<file path="src/rtl/rf_pkg.sv">
// Shared defaults and types for the 2-read/1-write register file with scoreboard.
package rf_pkg;

  localparam int RF_DATA_W = 16;
  localparam int RF_ADDR_W = 3;

  typedef logic [RF_DATA_W-1:0] rf_data_t;
  typedef logic [RF_ADDR_W-1:0] rf_addr_t;

endpackage

</file>
<file path="src/rtl/rf_reg_en.sv">
// One register-file entry: load-enabled flop bank with asynchronous active-low clear.
module rf_reg_en #(
  parameter int W = 16
) (
  input  logic         clk,
  input  logic         rst_n,
  input  logic         i_load,
  input  logic [W-1:0] i_d,
  output logic [W-1:0] o_q
);

  logic [W-1:0] r_q;

  always_ff @(posedge clk or negedge rst_n) begin
    if (!rst_n) begin
      r_q <= '0;
    end else if (i_load) begin
      r_q <= i_d;
    end
  end

  assign o_q = r_q;

endmodule

</file>
<file path="src/rtl/regfile_2r1w_sb.sv">
// Register file with one write port, two combinational read ports, optional
// write-through bypass and a per-register pending-write scoreboard.
module regfile_2r1w_sb
  import rf_pkg::*;
#(
  parameter int DATA_W = RF_DATA_W,
  parameter int ADDR_W = RF_ADDR_W,
  parameter bit BYPASS = 1'b1
) (
  input  logic                 clk,
  input  logic                 rst_n,
  input  logic                 wr_en,
  input  logic [ADDR_W-1:0]    wr_addr,
  input  logic [DATA_W-1:0]    wr_data,
  input  logic [ADDR_W-1:0]    rd_addr_a,
  output logic [DATA_W-1:0]    rd_data_a,
  input  logic [ADDR_W-1:0]    rd_addr_b,
  output logic [DATA_W-1:0]    rd_data_b,
  output logic                 busy_a,
  output logic                 busy_b,
  input  logic                 rsv_en,
  input  logic [ADDR_W-1:0]    rsv_addr,
  output logic                 rsv_ok,
  output logic [(1<<ADDR_W)-1:0] pending
);

  localparam int NREGS = 1 << ADDR_W;

  logic [NREGS-1:0]  w_wr_sel;
  logic [DATA_W-1:0] w_q [NREGS];
  logic [NREGS-1:0]  r_pending;
  logic [NREGS-1:0]  w_pending_next;
  logic              w_rsv_acc;
  logic              w_hit_a;
  logic              w_hit_b;

  genvar gi;
  generate
    for (gi = 0; gi < NREGS; gi++) begin : g_regs
      assign w_wr_sel[gi] = wr_en && (wr_addr == ADDR_W'(gi));

      rf_reg_en #(
        .W (DATA_W)
      ) u_reg (
        .clk    (clk),
        .rst_n  (rst_n),
        .i_load (w_wr_sel[gi]),
        .i_d    (wr_data),
        .o_q    (w_q[gi])
      );
    end

    if (BYPASS) begin : g_bypass
      assign w_hit_a = wr_en && (wr_addr == rd_addr_a);
      assign w_hit_b = wr_en && (wr_addr == rd_addr_b);
    end else begin : g_no_bypass
      assign w_hit_a = 1'b0;
      assign w_hit_b = 1'b0;
    end
  endgenerate

  assign rd_data_a = w_hit_a ? wr_data : w_q[rd_addr_a];
  assign rd_data_b = w_hit_b ? wr_data : w_q[rd_addr_b];
  assign busy_a    = r_pending[rd_addr_a] & ~w_hit_a;
  assign busy_b    = r_pending[rd_addr_b] & ~w_hit_b;

  // A writeback to the pending register frees it in the same cycle, so a
  // back-to-back reservation of the same destination is accepted.
  assign rsv_ok    = ~r_pending[rsv_addr] | (wr_en && (wr_addr == rsv_addr));
  assign w_rsv_acc = rsv_en & rsv_ok;

  always_comb begin
    w_pending_next = r_pending;
    for (int i = 0; i < NREGS; i++) begin
      if (w_rsv_acc && (rsv_addr == ADDR_W'(i))) begin
        w_pending_next[i] = 1'b1;
      end else if (w_wr_sel[i]) begin
        w_pending_next[i] = 1'b0;
      end
    end
  end

  always_ff @(posedge clk or negedge rst_n) begin
    if (!rst_n) begin
      r_pending <= '0;
    end else begin
      r_pending <= w_pending_next;
    end
  end

  assign pending = r_pending;

endmodule

</file>
<file path="config.mk">
export PLATFORM = sky130hd
export DESIGN_NAME = regfile_2r1w_sb
export DESIGN_NICKNAME = d
export VERILOG_FILES = /design/src/rtl/rf_pkg.sv /design/src/rtl/rf_reg_en.sv /design/src/rtl/regfile_2r1w_sb.sv
export SDC_FILE = /design/constraint.sdc
export NUM_CORES = 1
export LEC_CHECK = 0
export CORE_MARGIN = 2
export CORE_UTILIZATION = 64
export CTS_BUF_LIST = sky130_fd_sc_hd__clkbuf_8
export CTS_CLUSTER_DIAMETER = 80
export DETAILED_ROUTE_END_ITERATION = 10
export GPL_ROUTABILITY_DRIVEN = 0
export PLACE_DENSITY = 0.95
export SYNTH_ARGS = -nofsm -noshare
export SYNTH_HDL_FRONTEND = slang
export SYNTH_SLANG_ARGS = --single-unit
export TNS_END_PERCENT = 50
</file>
<file path="constraint.sdc">
create_clock -name clk -period 4.4 [get_ports clk]
set_input_delay 0.66 -clock clk [delete_from_list [all_inputs] [get_ports clk]]
set_output_delay 0.66 -clock clk [all_outputs]
set_load 0.1 [all_outputs]
</file>
# ---- Word level (Yosys, flattened, before mapping)
# Cells that the tools add are included.
dict set report totals {
  ff_bits 136
  inputBits 32
  out_inout_bits 43
  word_cells 106
}
dict set report classes {
  order_cmp 5
  n_eq_ne 17
  mux 30
  bitwise 9
  reduce_logical 29
}
# operator count
set ops {}
lappend ops {{$bmux W16 S3} 2}
lappend ops {{$mux W16} 6}
lappend ops {{$eq A3 B3 Y1 const B} 8}
lappend ops {{$logic_and A1 B1 Y1} 19}
lappend ops {{$mux W1} 19}
lappend ops {{$reduce_bool A2 Y1} 8}
lappend ops {{$eq A3 B2 Y1 const B} 4}
lappend ops {{$lt A3 B4 Y1 const B} 3}
lappend ops {{$bmux W1 S3} 3}
lappend ops {{$eq A3 B3 Y1} 3}
lappend ops {{$ge A4 B4 Y1 const B} 2}
lappend ops {{$not A3 Y4} 2}
lappend ops {{$eq A3 B1 Y1 const B} 2}
lappend ops {{$logic_not A3 Y1} 2}
lappend ops {{$and A1 B1 Y1} 3}
lappend ops {{$not A1 Y1} 3}
lappend ops {{$or A1 B1 Y1} 1}

# ---- Depth between registers and ports, before layout
# Gate-level depths: netlist (run 1).
dict set report logic_depth {
  ltp_word 7
  ltp_mapped 6
  depth_no_buf 4
}

# ---- Modules after synthesis
# Synthesis (run 1) repeated with hierarchy kept, for this count alone.
dict set report unflattened {
  hier_cells 537
  hier_area_um2 8130.3
}
# module instances cells_each area_each_um2 seq_area_each_um2
set by_module_without_submodules {}
lappend by_module_without_submodules {rf_reg_en 8 34 649.4 400.4}
lappend by_module_without_submodules {regfile_2r1w_sb 1 265 2935.3 200.2}

# ---- Worst setup path after synthesis (run 1)
# Ideal clock, no wire load.
dict set report synth_path {
  kind {register to output}
  startpoint {register r_pending[7], in the netlist pending[7]}
  endpoint {output rsv_ok}
  arrival_ps 3463
  required_ps 3740
  slack_ps 277
  stages_incl_launch_ff 3
  n_path_buf 0
  cell_sequence {dfrtp_1 mux4_2 o21ai_0}
}
dict set report synth_between {
  elab_chain_len 4
}
# element line_no
set synth_lines {}
lappend synth_lines {{start, declared} regfile_2r1w_sb.sv:31} ;# logic [NREGS-1:0] r_pending;
lappend synth_lines {{start signal, assigned} regfile_2r1w_sb.sv:87} ;# r_pending <= w_pending_next;
lappend synth_lines {{$bmux W1 S3} regfile_2r1w_sb.sv:69} ;# assign rsv_ok = ~r_pending[rsv_addr] | (wr_en && (wr_addr == rsv_addr));
lappend synth_lines {{$mux W1 (not written as such)} regfile_2r1w_sb.sv:69}
lappend synth_lines {{$not A1 Y1} regfile_2r1w_sb.sv:69}
lappend synth_lines {{$or A1 B1 Y1} regfile_2r1w_sb.sv:69}
lappend synth_lines {{end, declared} regfile_2r1w_sb.sv:23} ;# output logic rsv_ok,
# Every way passes these cells. The select of a mux whose other input is x is not followed.

# ---- Final worst setup path (run 1)
dict set report layout_path {
  startpoint {input wr_addr[2]}
  endpoint {output rd_data_a[15]}
}
dict set report layout_between {
  elab_chain_len 3
}
# element line_no
set layout_lines {}
lappend layout_lines {{start, declared} regfile_2r1w_sb.sv:13} ;# input logic [ADDR_W-1:0] wr_addr,
lappend layout_lines {{$eq A3 B3 Y1} regfile_2r1w_sb.sv:54} ;# assign w_hit_a = wr_en && (wr_addr == rd_addr_a);
lappend layout_lines {{$logic_and A1 B1 Y1} regfile_2r1w_sb.sv:54}
lappend layout_lines {{$mux W16} regfile_2r1w_sb.sv:62} ;# assign rd_data_a = w_hit_a ? wr_data : w_q[rd_addr_a];
lappend layout_lines {{end, declared} regfile_2r1w_sb.sv:16} ;# output logic [DATA_W-1:0] rd_data_a,
# Every way passes these cells.

==> results of run 1 <==
worst max-delay path: cells and delay by family:
family | cells | cell delay [ps]
buf+inv | 3 | 1420
simple gates | 1 | 580
compound gates | 1 | 260
xor+xnor | 1 | 190
kinds of logic (layout without fill, tap and decap cells):
| family | Yosys count | in the layout | synth area share (%) |
|---|---|---|---|
| AO/OA/AOI/OAI | 47 | 47 | 3.486 |
| XOR/XNOR | 9 | 9 | 1.003 |
| buffers and inverters | 68 | 136 | 5.268 |
| flip-flops | 136 | 136 | 43.29 |
| multiplexers | 231 | 231 | 42.43 |
| AND/OR/NAND/NOR | 59 | 59 | 4.520 |
worst max-delay path by stage:
| stage | from | end | depth (start not counted) |
|---|---|---|---|
| 6_report | wr_addr[2] | rd_data_a[15] | 6 |
| 3_5_place_dp | wr_addr[2] | rd_data_b[1] | 6 |
| 5_1_grt | wr_addr[2] | rd_data_b[8] | 6 |
| 4_1_cts | wr_addr[2] | rd_data_b[1] | 6 |
| 2_1_floorplan | pending[7]$_DFFE_PN0P_ | rsv_ok | 2 |
| 3_3_place_gp | wr_addr[2] | rd_data_b[8] | 6 |
routing by layer:
metal | wire length [um] | track usage, % | up-vias | part of all wire (%)
met2 | 9984 | 52.86 | 299 | 52
li1 | - | - | 2200 | -
met4 | 648 | 15.50 | 0 | 3.3
met3 | 1439 | 8.224 | 62 | 7.4
met1 | 7308 | 40.34 | 2777 | 38
met5 | 0 | 0 | - | 0
power breakdown:
part	switching [mW]	internal [mW]	total, mW	leakage [nW]
clock network	0.513	0.578	1.09	0.202
registers	0.228	1.53	1.76	1.63
logic	1.34	0.964	2.31	2.07
total	2.08	3.07	5.16	3.90
flip-flops by register name, indices dropped and copies added, names as in the netlist:
name              count
g_regs.u_reg.o_q    128
pending               8
final cells by class:
| cell class | instances | area share, % |
|---|---|---|
| multi-input cells | 346 | 43.43 |
| repair buffers | 92 | 13.03 |
| clock buffers | 18 | 2.661 |
| clock inverters | 14 | 1.868 |
| inverters | 12 | 0.4837 |
| flip-flops and latches | 136 | 36.55 |
| well taps | 147 | 1.975 |
stage by stage:
step	cell area [sq um]	worst slack (ps)	power, mW	cells	util (%)
2_1_floorplan	7861	276.9	3.318	550	-
3_3_place_gp	8890	783.6	3.958	733	74.01
3_5_place_dp	8890	696.1	4.070	733	74.01
4_1_cts	9311	647.3	5.163	765	77.52
5_1_grt	9311	528.4	5.345	765	77.52
6_report	9311	616.2	5.155	765	77.52
synthesized netlist by cell type, types with 3 or more instances:
master | instances | share of area, %
nand4b_2 | 3 | 0.57
dfrtp_1 | 136 | 43
mux4_2 | 69 | 20
nand4_1 | 4 | 0.32
o41ai_1 | 3 | 0.33
mux2_2 | 128 | 18
o22ai_1 | 3 | 0.24
buf_4 | 25 | 2.4
inv_1 | 12 | 0.57
buf_6 | 5 | 0.72
a21oi_1 | 32 | 2.0
xnor2_1 | 9 | 1.0
buf_2 | 21 | 1.3
o21ai_0 | 3 | 0.19
nand2_1 | 6 | 0.29
nor2_1 | 35 | 1.7
mux2i_1 | 34 | 4.3
==> metrics.txt, run 1 <==
CTS buffer count=17; slew margin rel.=about a third; post-synth net total=approximately 580; reg2reg start=pending[1]$_DFFE_PN0P_; setup repair after global routing missed its margin=false; clock tree buffer depth=2; WP data required=approximately 3700 ps; worst reg2reg setup slack=between 2000 and 3000 ps; pin count of the biggest net entering global routing=73; number of synthesized register bits=approximately 140; Worst setup SP type=primary input; H-tree depth=4; Final Skew=between 0.9 and 1 ps; Port Buffers=74; Worst path slowest cell=clkdlybuf4s50_1; global route overflow=0; most frequent cells in the layout=dfrtp_1, mux2_2, mux4_2, clkdlybuf4s50_1; maximum vdd drop=about 0.00054 V; Fin. Hold Viols=0; clk slew on worst S/H paths=80 ps; Inserted Diodes=0; Sink Count=about 140; reg2reg end=pending[4]$_DFFE_PN0P_; Storage cell area=0.003403 sq mm; Tcrit/Tclk final=about 86%; clk root buf=clkbuf_8; r2r worst-path depth=4; post_cts resized=0; Core Rows=40; share of the yosys chip area belonging to registers=~43%; via count=5338; clk_lat worst skew=450 ps; Final Slew Violations=0; synth warn=0; hpwl dp=12450 um; WP data arrival=3120 ps; Worst Hold Class=primary input to asynchronous set/reset pin; critical-path maximum fanout=12; crit-path cells=clkdlybuf4s50_1, xnor2_1, nand4_1, buf_4, a21oi_1, buf_12; initial antenna violation count=0; final WL=19380 um; most common cell after layout, fill and taps aside=dfrtp_1; Setup Crit Path Kind=primary input to output port; total track usage=between 30% and 40%; hold slack=~280 ps; Hold Buf Count CTS=0; Core Area=roughly 0.012 sq mm; Final min period=around 3800 ps; maxcap violations=0; CTS tree=yes; antenna-violating nets left=0; measured slew at the worst slew-check pin=between 1000 and 1500 ps; EDFF count, synth=0; initial core utilization=between 60 and 70%; Yosys cell types=32; post-DR vias/cell=6.978; Boundary Pins=75; Setup violations, final=0; Mean Syn Cell Area=14.29 sq um; Cell Pwr Density=between 500 and 600 mW/mm^2; Slowest Stage Delay on Critical Path=~760 ps; number of global-route vias before repair=between 5k and 6k; setup bufs post-CTS=0; area of the multi-input gates=a little over 0.004 sq mm; die area=0.01319 sq mm; fill cell count=668; first-pass GRT wire length=between 30000 and 40000 um; DRC Markers=0; setup tns final=0 ps; chip width=114.8 um; Critical Path End Type=output port; Synth Flop Type=dfrtp_1; Die Ht=114.8 um; run status=finished, final reports clean; Mapped Area=just under 0.008 sq mm; layout cells sized above 1=between 40 and 50%; synth-to-layout area growth=18.45%; Post-synth ARST share=between 90% and 100%; DR WL/cell=between 20 and 30 um; Initial DRC Count=between 400 and 500; fin nets=around 640; Syn Inst Count=550; Max Fclk=0.2643 GHz; Detailed Routing Iterations Pass 1=6; Leak=just under 4 nW
No activity file was read; power rests on OpenSTA's default activity.
==> inputs of run 2 (changes only) <==
--- a/config.mk
+++ b/config.mk
@@ -6,10 +6,11 @@
 export NUM_CORES = 1
 export LEC_CHECK = 0
 export CORE_MARGIN = 2
-export CORE_UTILIZATION = 64
+export CORE_UTILIZATION = 70
 export CTS_BUF_LIST = sky130_fd_sc_hd__clkbuf_8
 export CTS_CLUSTER_DIAMETER = 80
 export DETAILED_ROUTE_END_ITERATION = 10
+export DONT_BUFFER_PORTS = 1
 export GPL_ROUTABILITY_DRIVEN = 0
 export PLACE_DENSITY = 0.95
 export SYNTH_ARGS = -nofsm -noshare
==> run 2 against run 1 <==
  * Combinational power decreased by 20%
  * Clock-buffer cell count increased by 1
  * Maximum frequency increased by 9.2%
  * First-iteration DRC count increased by 25%
  * Highest routed layer unchanged
  * Utilization increased by 1.0 points
  * Sequential power increased by 5%
==> metrics.txt, run 2 (same netlist as run 1, synthesis figures left out) <==
run status=finished, final reports clean; Core Rows=38; fill cell count=566; fin nets=587; post-layout util=about four fifths; initial core utilization=between 70 and 80%; Max Fclk=between 0.2 and 0.3 GHz; Sink Count=around 140; via count=5142; number of global-route vias before repair=approximately 5.7k; slew margin rel.=about a fifth; clk root buf=clkbuf_8; setup repair after global routing missed its margin=false; reg2reg end=pending[1]$_DFFE_PN0P_; Leak=3.590 nW; DRC Markers=0; global route overflow=0; initial antenna violation count=0; Cell Pwr Density=approximately 560 mW/mm^2; Worst setup SP type=flip-flop; Crit. Startpoint=pending[0]$_DFFE_PN0P_; WP data required=3740 ps; Tcrit/Tclk final=78.78%; maxcap violations=0; H-tree depth=4; r2r worst-path depth=4; setup tns final=0 ps; clock tree buffer depth=2; Initial DRC Count=about 560; Boundary Pins=75; Critical Path End Type=output port; Final WS setup=about 930 ps; pre-CTS setup slack=about 1400 ps; crit-path cells=inv_1, o2111a_1, nor3_2, o21ai_2; setup bufs post-CTS=0; most common cell after layout, fill and taps aside=dfrtp_1; Port Buffers=0; maximum vdd drop=0.0004329 V; Slowest Stage Delay on Critical Path=between 900 and 1000 ps; hpwl dp=between 10000 and 15000 um; most frequent cells in the layout=dfrtp_1, mux2_2, mux4_2, buf_4, mux2i_1; Detailed Routing Iterations Pass 1=6; Setup Crit Path Kind=flip-flop to output port; synth-to-layout area growth=8.786%; CTS buffer count=17; layout cells sized above 1=between 50% and 60%; Final min period=~3500 ps; final WL=between 15000 and 20000 um; Die Ht=110.0 um; Worst Hold Class=primary input to asynchronous set/reset pin; first-pass GRT wire length=around 30000 um; pin count of the biggest net entering global routing=between 100 and 150; CTS tree=yes; chip width=approximately 110 um; DR WL/cell=approximately 27 um; worst reg2reg setup slack=approximately 2200 ps; Core Area=between 0.01 and 0.015 sq mm; placed cell count=675; hold slack=174.6 ps; reg2reg start=pending[0]$_DFFE_PN0P_; max reg flops=about 130; critical-path maximum fanout=6; CP endpoint=rsv_ok; Worst path slowest cell=dfrtp_1; clk slew on worst S/H paths=approximately 70 ps; measured slew at the worst slew-check pin=approximately 1200 ps; die area=roughly 0.012 sq mm; Fin. Hold Viols=0; Final Slew Violations=0; Setup violations, final=0; post-DR vias/cell=approximately 7.3; Inserted Diodes=0; WP data arrival=approximately 2800 ps; total track usage=34.68%; Final Skew=2.781 ps; clk_lat worst skew=between 400 and 500 ps; Non-Filler Instances=between 700 and 800; antenna-violating nets left=0
[run 2: changes by cell type in the layout (fill, tap and decap cells not counted), moves of 3 or more]
cell             delta
clkdlybuf4s50_1    -36
buf_12             -35
a21oi_1            -32
a21oi_2            +32
buf_4              +22
clkinv_4            -3
clkinvlp_4          -3
inv_1               +3
[run 2: final cells by class]
type / instances / area [sq um] / share of cell area, %
Tap cell: 140 / 175.2 / 2.048
Clock inverter: 12 / 158.9 / 1.858
Inverter: 12 / 45.04 / 0.5267
Sequential cell: 136 / 3403 / 39.80
Multi-Input combinational cell: 346 / 4173 / 48.79
Clock buffer: 19 / 261.5 / 3.058
Timing Repair Buffer: 42 / 335.3 / 3.921
[run 2: repair_timing]
item | in CTS | in global routing
endpoints found under the hold margin | 136 | 0
hold buffers | 1 | 0
resized for setup | 0 | 0
[run 2: worst min path at each step]
stage,from,end,slack [ps],depth (start not counted)
finish,rst_n,pending[0]$_DFFE_PN0P_,170,1
detailed placement,rst_n,pending[3]$_DFFE_PN0P_,370,0
global route,rst_n,pending[6]$_DFFE_PN0P_,240,1
CTS,rst_n,pending[3]$_DFFE_PN0P_,210,1
global placement,rst_n,pending[1]$_DFFE_PN0P_,370,0
floorplan,rst_n,g_regs[0].u_reg.o_q[0]$_DFFE_PN0P_,360,0
[run 2: metal layers]
| layer | track usage, % | vias up | wire (um) |
|---|---|---|---|
| met5 | 0 | - | 0 |
| met4 | 19.71 | 0 | 845 |
| met3 | 8.583 | 88 | 1642 |
| met2 | 57.93 | 312 | 9995 |
| met1 | 41.17 | 2649 | 6822 |
| li1 | - | 2093 | - |
[run 2: where the power goes]
part	leakage [nW]	switching, mW	total (mW)	internal (mW)
clock	0.225	0.478	1.11	0.634
combinational	1.73	1.14	1.85	0.708
sequential	1.63	0.325	1.85	1.53
total	3.59	1.94	4.81	2.87
[run 2: worst max-delay path, delay by kind of cell (launching register included)]
family          cells  cell delay, ps
compound gates      2             800
buf+inv             1             150
flops               1             970
simple gates        1             440
[run 2: per-stage QoR]
step	power [mW]	cell area [sq um]
after floorplan	3.318	7861
after global placement	3.549	8104
after detailed placement	3.660	8104
after CTS	4.823	8552
after global routing	4.985	8552
final	4.813	8552
